**config.mk**
```make
export PLATFORM = sky130hd
export DESIGN_NAME = alu_cmd_issuer
export DESIGN_NICKNAME = d
export VERILOG_FILES = /design/src/rtl/alu_cmd_issuer.sv
export SDC_FILE = /design/constraint.sdc
export NUM_CORES = 1
export LEC_CHECK = 0
export ABC_AREA = 1
export CELL_PAD_IN_SITES_DETAIL_PLACEMENT = 1
export CELL_PAD_IN_SITES_GLOBAL_PLACEMENT = 1
export CORE_ASPECT_RATIO = 1.4
export CORE_MARGIN = 2
export CORE_UTILIZATION = 50
export DETAILED_ROUTE_END_ITERATION = 16
export DONT_BUFFER_PORTS = 1
export PLACE_DENSITY_LB_ADDON = 0.15
export SYNTH_ARGS = -nofsm -noshare
export SYNTH_HDL_FRONTEND = slang
export SYNTH_SLANG_ARGS = --single-unit
export TNS_END_PERCENT = 1
```
**constraint.sdc**
```tcl
create_clock -name clk -period 3.1 [get_ports clk]
set_clock_uncertainty 0.15 [all_clocks]
set_input_delay 0.62 -clock clk [delete_from_list [all_inputs] [get_ports clk]]
set_output_delay 0.62 -clock clk [all_outputs]
set_load 0.01 [all_outputs]
```
**src/rtl/alu_cmd_issuer.sv**
```systemverilog
// rtl/alu_cmd_issuer.sv - buffers ALU commands and replays each as a load/persist/reset sequence
module alu_cmd_issuer #(
  parameter int DATA_W      = 8,
  parameter int OPSEL_W     = 7,
  parameter int DEPTH       = 4,
  parameter int HOLD_CYCLES = 2
) (
  input  logic               clk,
  input  logic               rst,
  input  logic               cmd_valid,
  output logic               cmd_ready,
  input  logic [DATA_W-1:0]  cmd_a,
  input  logic [DATA_W-1:0]  cmd_b,
  input  logic [OPSEL_W-1:0] cmd_op,
  output logic               on,
  output logic [2:0]         in_sel,
  output logic [DATA_W-1:0]  num1,
  output logic [DATA_W-1:0]  num2,
  output logic [OPSEL_W-1:0] out_sel,
  output logic               busy,
  output logic               err_op,
  output logic [7:0]         issued_count
);
  localparam int AW = $clog2(DEPTH);
  localparam int HW = (HOLD_CYCLES > 1) ? $clog2(HOLD_CYCLES) : 1;

  typedef enum logic [1:0] {S_IDLE, S_LOAD, S_HOLD, S_CLEAR} state_t;
  state_t state, state_n;

  logic [DATA_W-1:0]  mem_a  [DEPTH];
  logic [DATA_W-1:0]  mem_b  [DEPTH];
  logic [OPSEL_W-1:0] mem_op [DEPTH];
  logic [AW-1:0]      rd_ptr, wr_ptr, head_idx;
  logic [AW:0]        count;
  logic [HW-1:0]      hold_cnt, hold_cnt_n;
  logic               full, xfer, op_legal, push, pop, bypass;
  logic [DATA_W-1:0]  head_a, head_b;
  logic [OPSEL_W-1:0] head_op;
  logic               on_n;
  logic [2:0]         in_sel_n;
  logic [DATA_W-1:0]  num1_n, num2_n;
  logic [OPSEL_W-1:0] out_sel_n;

  assign full      = (count == (AW+1)'(DEPTH));
  assign cmd_ready = rst && !full;
  assign op_legal  = (cmd_op != '0) && ((cmd_op & (cmd_op - OPSEL_W'(1))) == '0);
  assign xfer      = cmd_valid && cmd_ready;
  assign push      = xfer && op_legal;
  // The head is popped on the edge leaving CLEAR, so CLEAR->LOAD must look one slot ahead.
  assign pop       = (state == S_CLEAR);
  assign head_idx  = (state == S_CLEAR) ? rd_ptr + AW'(1) : rd_ptr;
  // When only the finishing entry remains, the next head is the command being pushed this edge.
  assign bypass    = (state == S_CLEAR) && (count == (AW+1)'(1));
  assign head_a    = bypass ? cmd_a  : mem_a[head_idx];
  assign head_b    = bypass ? cmd_b  : mem_b[head_idx];
  assign head_op   = bypass ? cmd_op : mem_op[head_idx];
  assign busy      = (count != '0) || (state != S_IDLE);

  // FIFO storage; emptiness is governed by the pointers, so the array needs no reset
  always_ff @(posedge clk) begin
    if (push) begin
      mem_a[wr_ptr]  <= cmd_a;
      mem_b[wr_ptr]  <= cmd_b;
      mem_op[wr_ptr] <= cmd_op;
    end
  end

  // Next state and next registered ALU control values
  always_comb begin
    state_n    = state;
    hold_cnt_n = hold_cnt;
    on_n       = on;
    in_sel_n   = in_sel;
    num1_n     = num1;
    num2_n     = num2;
    out_sel_n  = out_sel;
    case (state)
      S_IDLE:  if (count != '0) state_n = S_LOAD;
      S_LOAD: begin
        state_n    = S_HOLD;
        hold_cnt_n = '0;
      end
      S_HOLD: begin
        if (hold_cnt == HW'(HOLD_CYCLES - 1)) state_n = S_CLEAR;
        else hold_cnt_n = hold_cnt + HW'(1);
      end
      S_CLEAR: state_n = ((count > (AW+1)'(1)) || push) ? S_LOAD : S_IDLE;
      default: state_n = S_IDLE;
    endcase
    case (state_n)
      S_IDLE: begin
        on_n     = 1'b0;
        in_sel_n = 3'b000;
      end
      S_LOAD: begin
        on_n      = 1'b1;
        in_sel_n  = 3'b010;
        num1_n    = head_a;
        num2_n    = head_b;
        out_sel_n = head_op;
      end
      S_HOLD: begin
        on_n     = 1'b1;
        in_sel_n = 3'b100;
      end
      default: begin
        on_n     = 1'b1;
        in_sel_n = 3'b001;
      end
    endcase
  end

  // State, FIFO bookkeeping, registered outputs and counters
  always_ff @(posedge clk or negedge rst) begin
    if (!rst) begin
      state        <= S_IDLE;
      hold_cnt     <= '0;
      rd_ptr       <= '0;
      wr_ptr       <= '0;
      count        <= '0;
      on           <= 1'b0;
      in_sel       <= 3'b000;
      num1         <= '0;
      num2         <= '0;
      out_sel      <= '0;
      err_op       <= 1'b0;
      issued_count <= 8'd0;
    end else begin
      state    <= state_n;
      hold_cnt <= hold_cnt_n;
      on       <= on_n;
      in_sel   <= in_sel_n;
      num1     <= num1_n;
      num2     <= num2_n;
      out_sel  <= out_sel_n;
      err_op   <= xfer && !op_legal;
      if (push) wr_ptr <= wr_ptr + AW'(1);
      if (pop)  rd_ptr <= rd_ptr + AW'(1);
      if (push && !pop)      count <= count + (AW+1)'(1);
      else if (pop && !push) count <= count - (AW+1)'(1);
      if (state_n == S_LOAD) issued_count <= issued_count + 8'd1;
    end
  end
endmodule
```
# After elaboration in Yosys (flattened, before gate mapping)
# Memories as Yosys holds them, arrays and structs flattened.
# Index checks and enable logic that the tools add are counted.
# word_totals
mem_bits_rw	92
n_memories	3
register_bits	46
out_inout_bits	38
input_bits	26
elab_cells	69
# memory_table
name	words	word_bits	rd	rd_clocked_by_memory_dff	wr	line_no	text
mem_a	4	8	1	0	1	30	logic [DATA_W-1:0] mem_a [DEPTH];
mem_b	4	8	1	0	1	31	logic [DATA_W-1:0] mem_b [DEPTH];
mem_op	4	7	1	0	1	32	logic [OPSEL_W-1:0] mem_op [DEPTH];
# op_classes
mux	16
add_sub_neg	7
n_bitwise	1
reduce_logical	22
magnitude_cmp	1
n_eq_ne	7
# op_table
cell	n
8-bit two-way mux	2
3-bit one-hot mux with 3 select lines	1
8-bit by 1-bit adder with 8-bit output, second input constant	1
1-bit logical AND	8
2-bit one-hot mux with 4 select lines	1
7-bit AND	1
7-bit logical NOT	1
7-bit two-way mux	1
7-bit nonzero test	1
7-bit by 1-bit subtractor with 7-bit output, second input constant	1
2-bit == test, second input constant	3
2-bit two-way mux	3
3-bit two-way mux	2
2-bit nonzero test	3
1-bit two-way mux	5
2-bit by 1-bit adder with 2-bit output, second input constant	2
2-bit by 1-bit == test with 1-bit output, second input constant	2
1-bit logical NOT	4
2-bit logical NOT	2
3-bit by 1-bit adder with 3-bit output, second input constant	1
3-bit by 1-bit == test with 1-bit output, second input constant	1
3-bit == test, second input constant	1
3-bit by 1-bit > comparator with 1-bit output, second input constant	1
3-bit nonzero test	1
other kinds (4)	5

# Longest topological paths before layout
# depth
depth_word	10
ltp_mapped	13
depth_no_buf	13

# Worst setup path before layout
# No wires, ideal clock.
# synth_path
path_kind	flip-flop to flip-flop
startpoint	register count[0]
endpoint	memory mem_a[0][0], enable pin
setup_time_ns	0.403
slack_ns	0.266
path_stages_with_launch	7
period_less_slack_ns	2.834
arrival_time_ns	2.282
n_path_buf	0
cell_sequence	dfrtp_1 > inv_1 > ha_1 > a21boi_1 > and2_1 > nand3_2 > nor2_1
# synth_between
elab_chain_cells	7
# synth_lines
element	line_no	text
from (decl)	34	logic [AW:0] count;
from (signal assigned)	139	if (push && !pop) count <= count + (AW+1)'(1);
from (signal assigned)	140	else if (pop && !push) count <= count - (AW+1)'(1);
3-bit == test	44	assign full = (count == (AW+1)'(DEPTH));
1-bit logical NOT	45	assign cmd_ready = rst && !full;
1-bit logical AND	45	
via cmd_ready	11	output logic cmd_ready,
1-bit logical AND	47	assign xfer = cmd_valid && cmd_ready;
1-bit logical AND	48	assign push = xfer && op_legal;
1-bit two-way mux	61	if (push) begin
1-bit two-way mux (implied by the code)	62	mem_a[wr_ptr] <= cmd_a;
to (decl)	30	
# The timed path passes the listed nets, and every way through them passes these cells.

# Final worst setup path
# layout_path
startpoint	register count[0]
endpoint	register num2[3]
# layout_between
elab_chain_cells	9
# layout_lines
element	line_no	text
3-bit == test	44	
1-bit logical NOT	45	
1-bit logical AND	45	
via cmd_ready	11	
1-bit logical AND	47	
1-bit logical AND	48	
1-bit logical OR	87	S_CLEAR: state_n = ((count > (AW+1)'(1)) || push) ? S_LOAD : S_IDLE;
1-bit two-way mux	87	
2-bit one-hot mux with 4 select lines	77	case (state)
2-bit by 1-bit == test with 1-bit output	90	case (state_n)
to (signal assigned)	134	num2 <= num2_n;
to (decl)	18	output logic [DATA_W-1:0] num2,
# The timed path passes the listed nets, and every way through them passes these cells.
# A chain may end at the register's enable or synchronous reset.

==> flow_summary_export.csv <==
group,metric,value,unit
logic_synthesis,synth_seq_cells,138,
timing,worst_pin_slew,0.5764,ns
timing,setup_ws,0.4052,ns
setup_path,cp_data_required_time,3.25,ns
logic_synthesis,yosys_warnings,0,
cells_and_area,diodes,0,
logic_synthesis,syn-num-nets,613,
die,die_w,98.45,um
logic_synthesis,synth.distinct_cells,30,
cells_and_area,multi_input_comb_area,0.002036,sq mm
die,core_area,0.01225,sq mm
route,vias,4194,
global_routing,grt_start_max_net_pins,47,
clocking,clk-insertion-delay-late,0.42,ns
logic_synthesis,yosysSeqAreaShare,62.67,%
cells_and_area,fillers,1315,
route,drc_errors,0,
global_routing,antenna_found_initial,0,
placement,place_area,0.006356,sq mm
timing,setup_viol,0,
global_routing,grt_usage,24.28,%
route,dr_wl_met2,8738,um
route,first_iter_violations,194,
setup_path,cp.arrival,2.84,ns
placement,pre_cts_slack,0.4319,ns
power,p_seq_share,32.6,%
logic_synthesis,synth_cells,574,
placement,hpwlAfterDp,9565,um
clocking,clk_path_buf_depth,2,
power,finalPower,8.051,mW
cells_and_area,finish.instance_area,0.006907,sq mm
power,combinationalPowerShare,45.6,%
route,postRouteAntennaNets,0,
global_routing,grt_pass1_wl,24410,um
global_routing,grt_overflow_total,0,
logic_synthesis,synth_top_area_cell,"edfxtp_1",
clocking,cts.htree.levels,4,
die,die_h,136.2,um
route,first_pass_iters,4,
die,initial_core_util,50.97,%
placement,portBuffers,0,
route,via_per_inst,5.645,
die,pin_count,64,
timing,min_period,2.695,ns
setup_path,end_kind,"flop",
logic_synthesis,yosysTopAreaCellShare,44.24,%
clocking,path_clk_slew,0.06,ns
setup_path,setup.worst_path.start_class,"flop",
timing,min_period_over_period,86.93,%
setup_path,path_max_fanout,31,
cells_and_area,area_delta_synth_final,10.60,%
route,wl_per_cell,20.77,um
logic_synthesis,syn_avg_cell_area,10.88,sq um
logic_synthesis,yosys-top-cells-area,"edfxtp_1, dfrtp_1, nand2_1",
cells_and_area,drive_gt1_share,15.85,%
power,clock_power_share,21.8,%
setup_path,critPathKind,"reg -> reg",
timing,max_freq,371.1,MHz
clocking,cts_made_buffers,17,
cells_and_area,nNetsFinal,619,
route,met1_length,5648,um
timing,timing.slew.headroom,61.57,%
route,top_layer_used,"met4",
power,powerDensity,1166,mW/mm^2
global_routing,first_global_vias,4666,
timing,finalSetupTns,0,ns
clocking,cts_setup_buffers,0,
timing,drv_slew,0,
timing,rsz0062_at_grt,"no",
job,drv_cap,0,
cells_and_area,seqCellArea,0.003914,sq mm
clocking,clkSinkCount,138,
status,outcome,"complete, no violations",
min_path,hold_class,"in -> reg",
power,swShare,44.62,%
power,internal_power,4.459,mW
route,wirelength,15430,um
clocking,cts-root-buf,"clkbuf_16",
timing,hold_viol,0,
power,vdd_drop_max,0.0005521,V
die,dieArea,0.01341,sq mm
power,leakagePower,2.887,nW
route,wl_met3,555,um
power,p_sw,3.592,mW
cells_and_area,final_util,56.37,%
die,placementRows,48,
logic_synthesis,syn_area,0.006245,sq mm
placement,routabilityCongestion,0.7614,
clocking,cts_tree,"done",
-- per-layer routing --
layer | global-route usage [%] | vias up
met2 | 45.35 | 87
li1 | - | 1955
met1 | 25.74 | 2116
met4 | 12.02 | 0
met5 | 0 | -
met3 | 4.936 | 36
-- state kept, by name, indices dropped and copies added, names as in the netlist, 3 cells and up --
name          flops
mem_a            32
count             3
mem_b            32
issued_count      8
num2              8
out_sel           7
num1              8
mem_op           28
in_sel            3
-- Yosys cell counts --
| master | n |
|---|---|
| o21ai_0 | 4 |
| nand3_1 | 38 |
| buf_8 | 1 |
| xor2_1 | 8 |
| ha_1 | 13 |
| buf_4 | 2 |
| nand4_1 | 33 |
| nor2_1 | 33 |
| inv_2 | 1 |
| clkbuf_1 | 8 |
| nor2_2 | 2 |
| a21oi_1 | 24 |
| buf_2 | 11 |
| a21boi_0 | 1 |
| nand3_2 | 18 |
| dfrtp_1 | 46 |
| o21ai_1 | 1 |
| buf_6 | 6 |
| xnor2_1 | 2 |
| a21boi_1 | 1 |
| nor3_1 | 1 |
| and2_1 | 1 |
| buf_12 | 2 |
| xor2_2 | 2 |
| edfxtp_1 | 92 |
| nand2_2 | 21 |
| xnor2_4 | 2 |
| clkinv_1 | 2 |
| nand2_1 | 176 |
| inv_1 | 22 |
-- power by group through the flow --
stage	Sequential, mW	Clock (mW)	Combinational, mW
6_report	2.63	1.75	3.67
5_1_grt	2.66	1.85	4.11
4_1_cts	2.63	1.79	3.71
3_5_place_dp	2.66	0	3.66
3_3_place_gp	2.65	0	3.48
2_1_floorplan	2.57	0	2.88
-- layout by cell type, fill, tap and decap left out, types with 2 or more instances in the layout --
| cell | netlist | final |
|---|---|---|
| nand2_1 | 176 | 176 |
| edfxtp_1 | 92 | 92 |
| dfrtp_1 | 46 | 46 |
| nand3_1 | 38 | 38 |
| nand4_1 | 33 | 33 |
| nor2_1 | 33 | 29 |
| a21oi_1 | 24 | 24 |
| inv_1 | 22 | 22 |
| nand2_2 | 21 | 21 |
| nand3_2 | 18 | 18 |
| clkbuf_16 | 0 | 17 |
| buf_4 | 2 | 14 |
| ha_1 | 13 | 13 |
| xor2_1 | 8 | 8 |
| nor2_2 | 2 | 6 |
| clkinv_1 | 2 | 5 |
| clkinv_2 | 0 | 5 |
| o21ai_0 | 4 | 4 |
| clkinvlp_4 | 0 | 4 |
| xnor2_4 | 2 | 2 |
| xnor2_1 | 2 | 2 |
| clkinv_4 | 0 | 2 |
-- worst max-delay path: stages (launching register included) --
cell and delay [ns]:
dfrtp_1 0.42, inv_1 0.10, ha_1 0.23, a21boi_1 0.31
and2_1 0.21, nand3_2 0.20, nand2_1 0.11, nand2_1 0.07
nand2_2 0.21, nand3_2 0.11, buf_4 0.26, nand2_1 0.12
nand2_1 0.06
-- layout make-up --
type	count	share of cell area [%]
tap	150	2.717
multi-input combinational	381	29.47
clock inverter	14	1.214
clock buffer	18	6.214
timing repair buffer	17	2.355
inverter	25	1.359
sequential	138	56.67
-- logic make-up after synthesis --
kind of cell	after synthesis	synth area share, %
AND/OR/NAND/NOR	323	24.28
flip-flops	138	62.67
buffers and inverters	55	5.069
adder cells (fa/ha/maj)	13	2.605
XOR/XNOR	14	2.805
AO/OA/AOI/OAI	31	2.565
-- timing repair --
item                                    4_1_cts  5_1_grt
resized for setup                             0        0
endpoints found under the hold margin        46        0
hold buffers                                  2        0
endpoints found under the setup margin        0        0
-- worst paths after layout --
kind | from | slack [ns] | endpoint | depth (start not counted)
max in group asynchronous | rst | 2.02 | num1[1]$_DFFE_PN0N_ | 2
min in group asynchronous | rst | 0.57 | num1[6]$_DFFE_PN0N_ | 2
setup / recovery | count[0]$_DFFE_PN0P_ | 0.41 | num2[3]$_DFFE_PN0N_ | 12
hold reg to reg | out_sel[0]$_DFFE_PN0N_ | 0.39 | out_sel[0]$_DFFE_PN0N_ | 2
setup reg to reg | count[0]$_DFFE_PN0P_ | 0.41 | num2[3]$_DFFE_PN0N_ | 12
hold / removal | cmd_b[5] | 0.15 | mem_b[0][5]$_DFFE_PP_ | 0
-- metrics by stage --
stage                     hold slack, ns  std cells
after floorplan                   0.1744        574
after global placement            0.1768        709
after detailed placement          0.1766        709
after CTS                         0.1302        743
after global routing              0.1335        743
final                             0.1464        743
Note: power is estimated with default switching activity, not from simulation.
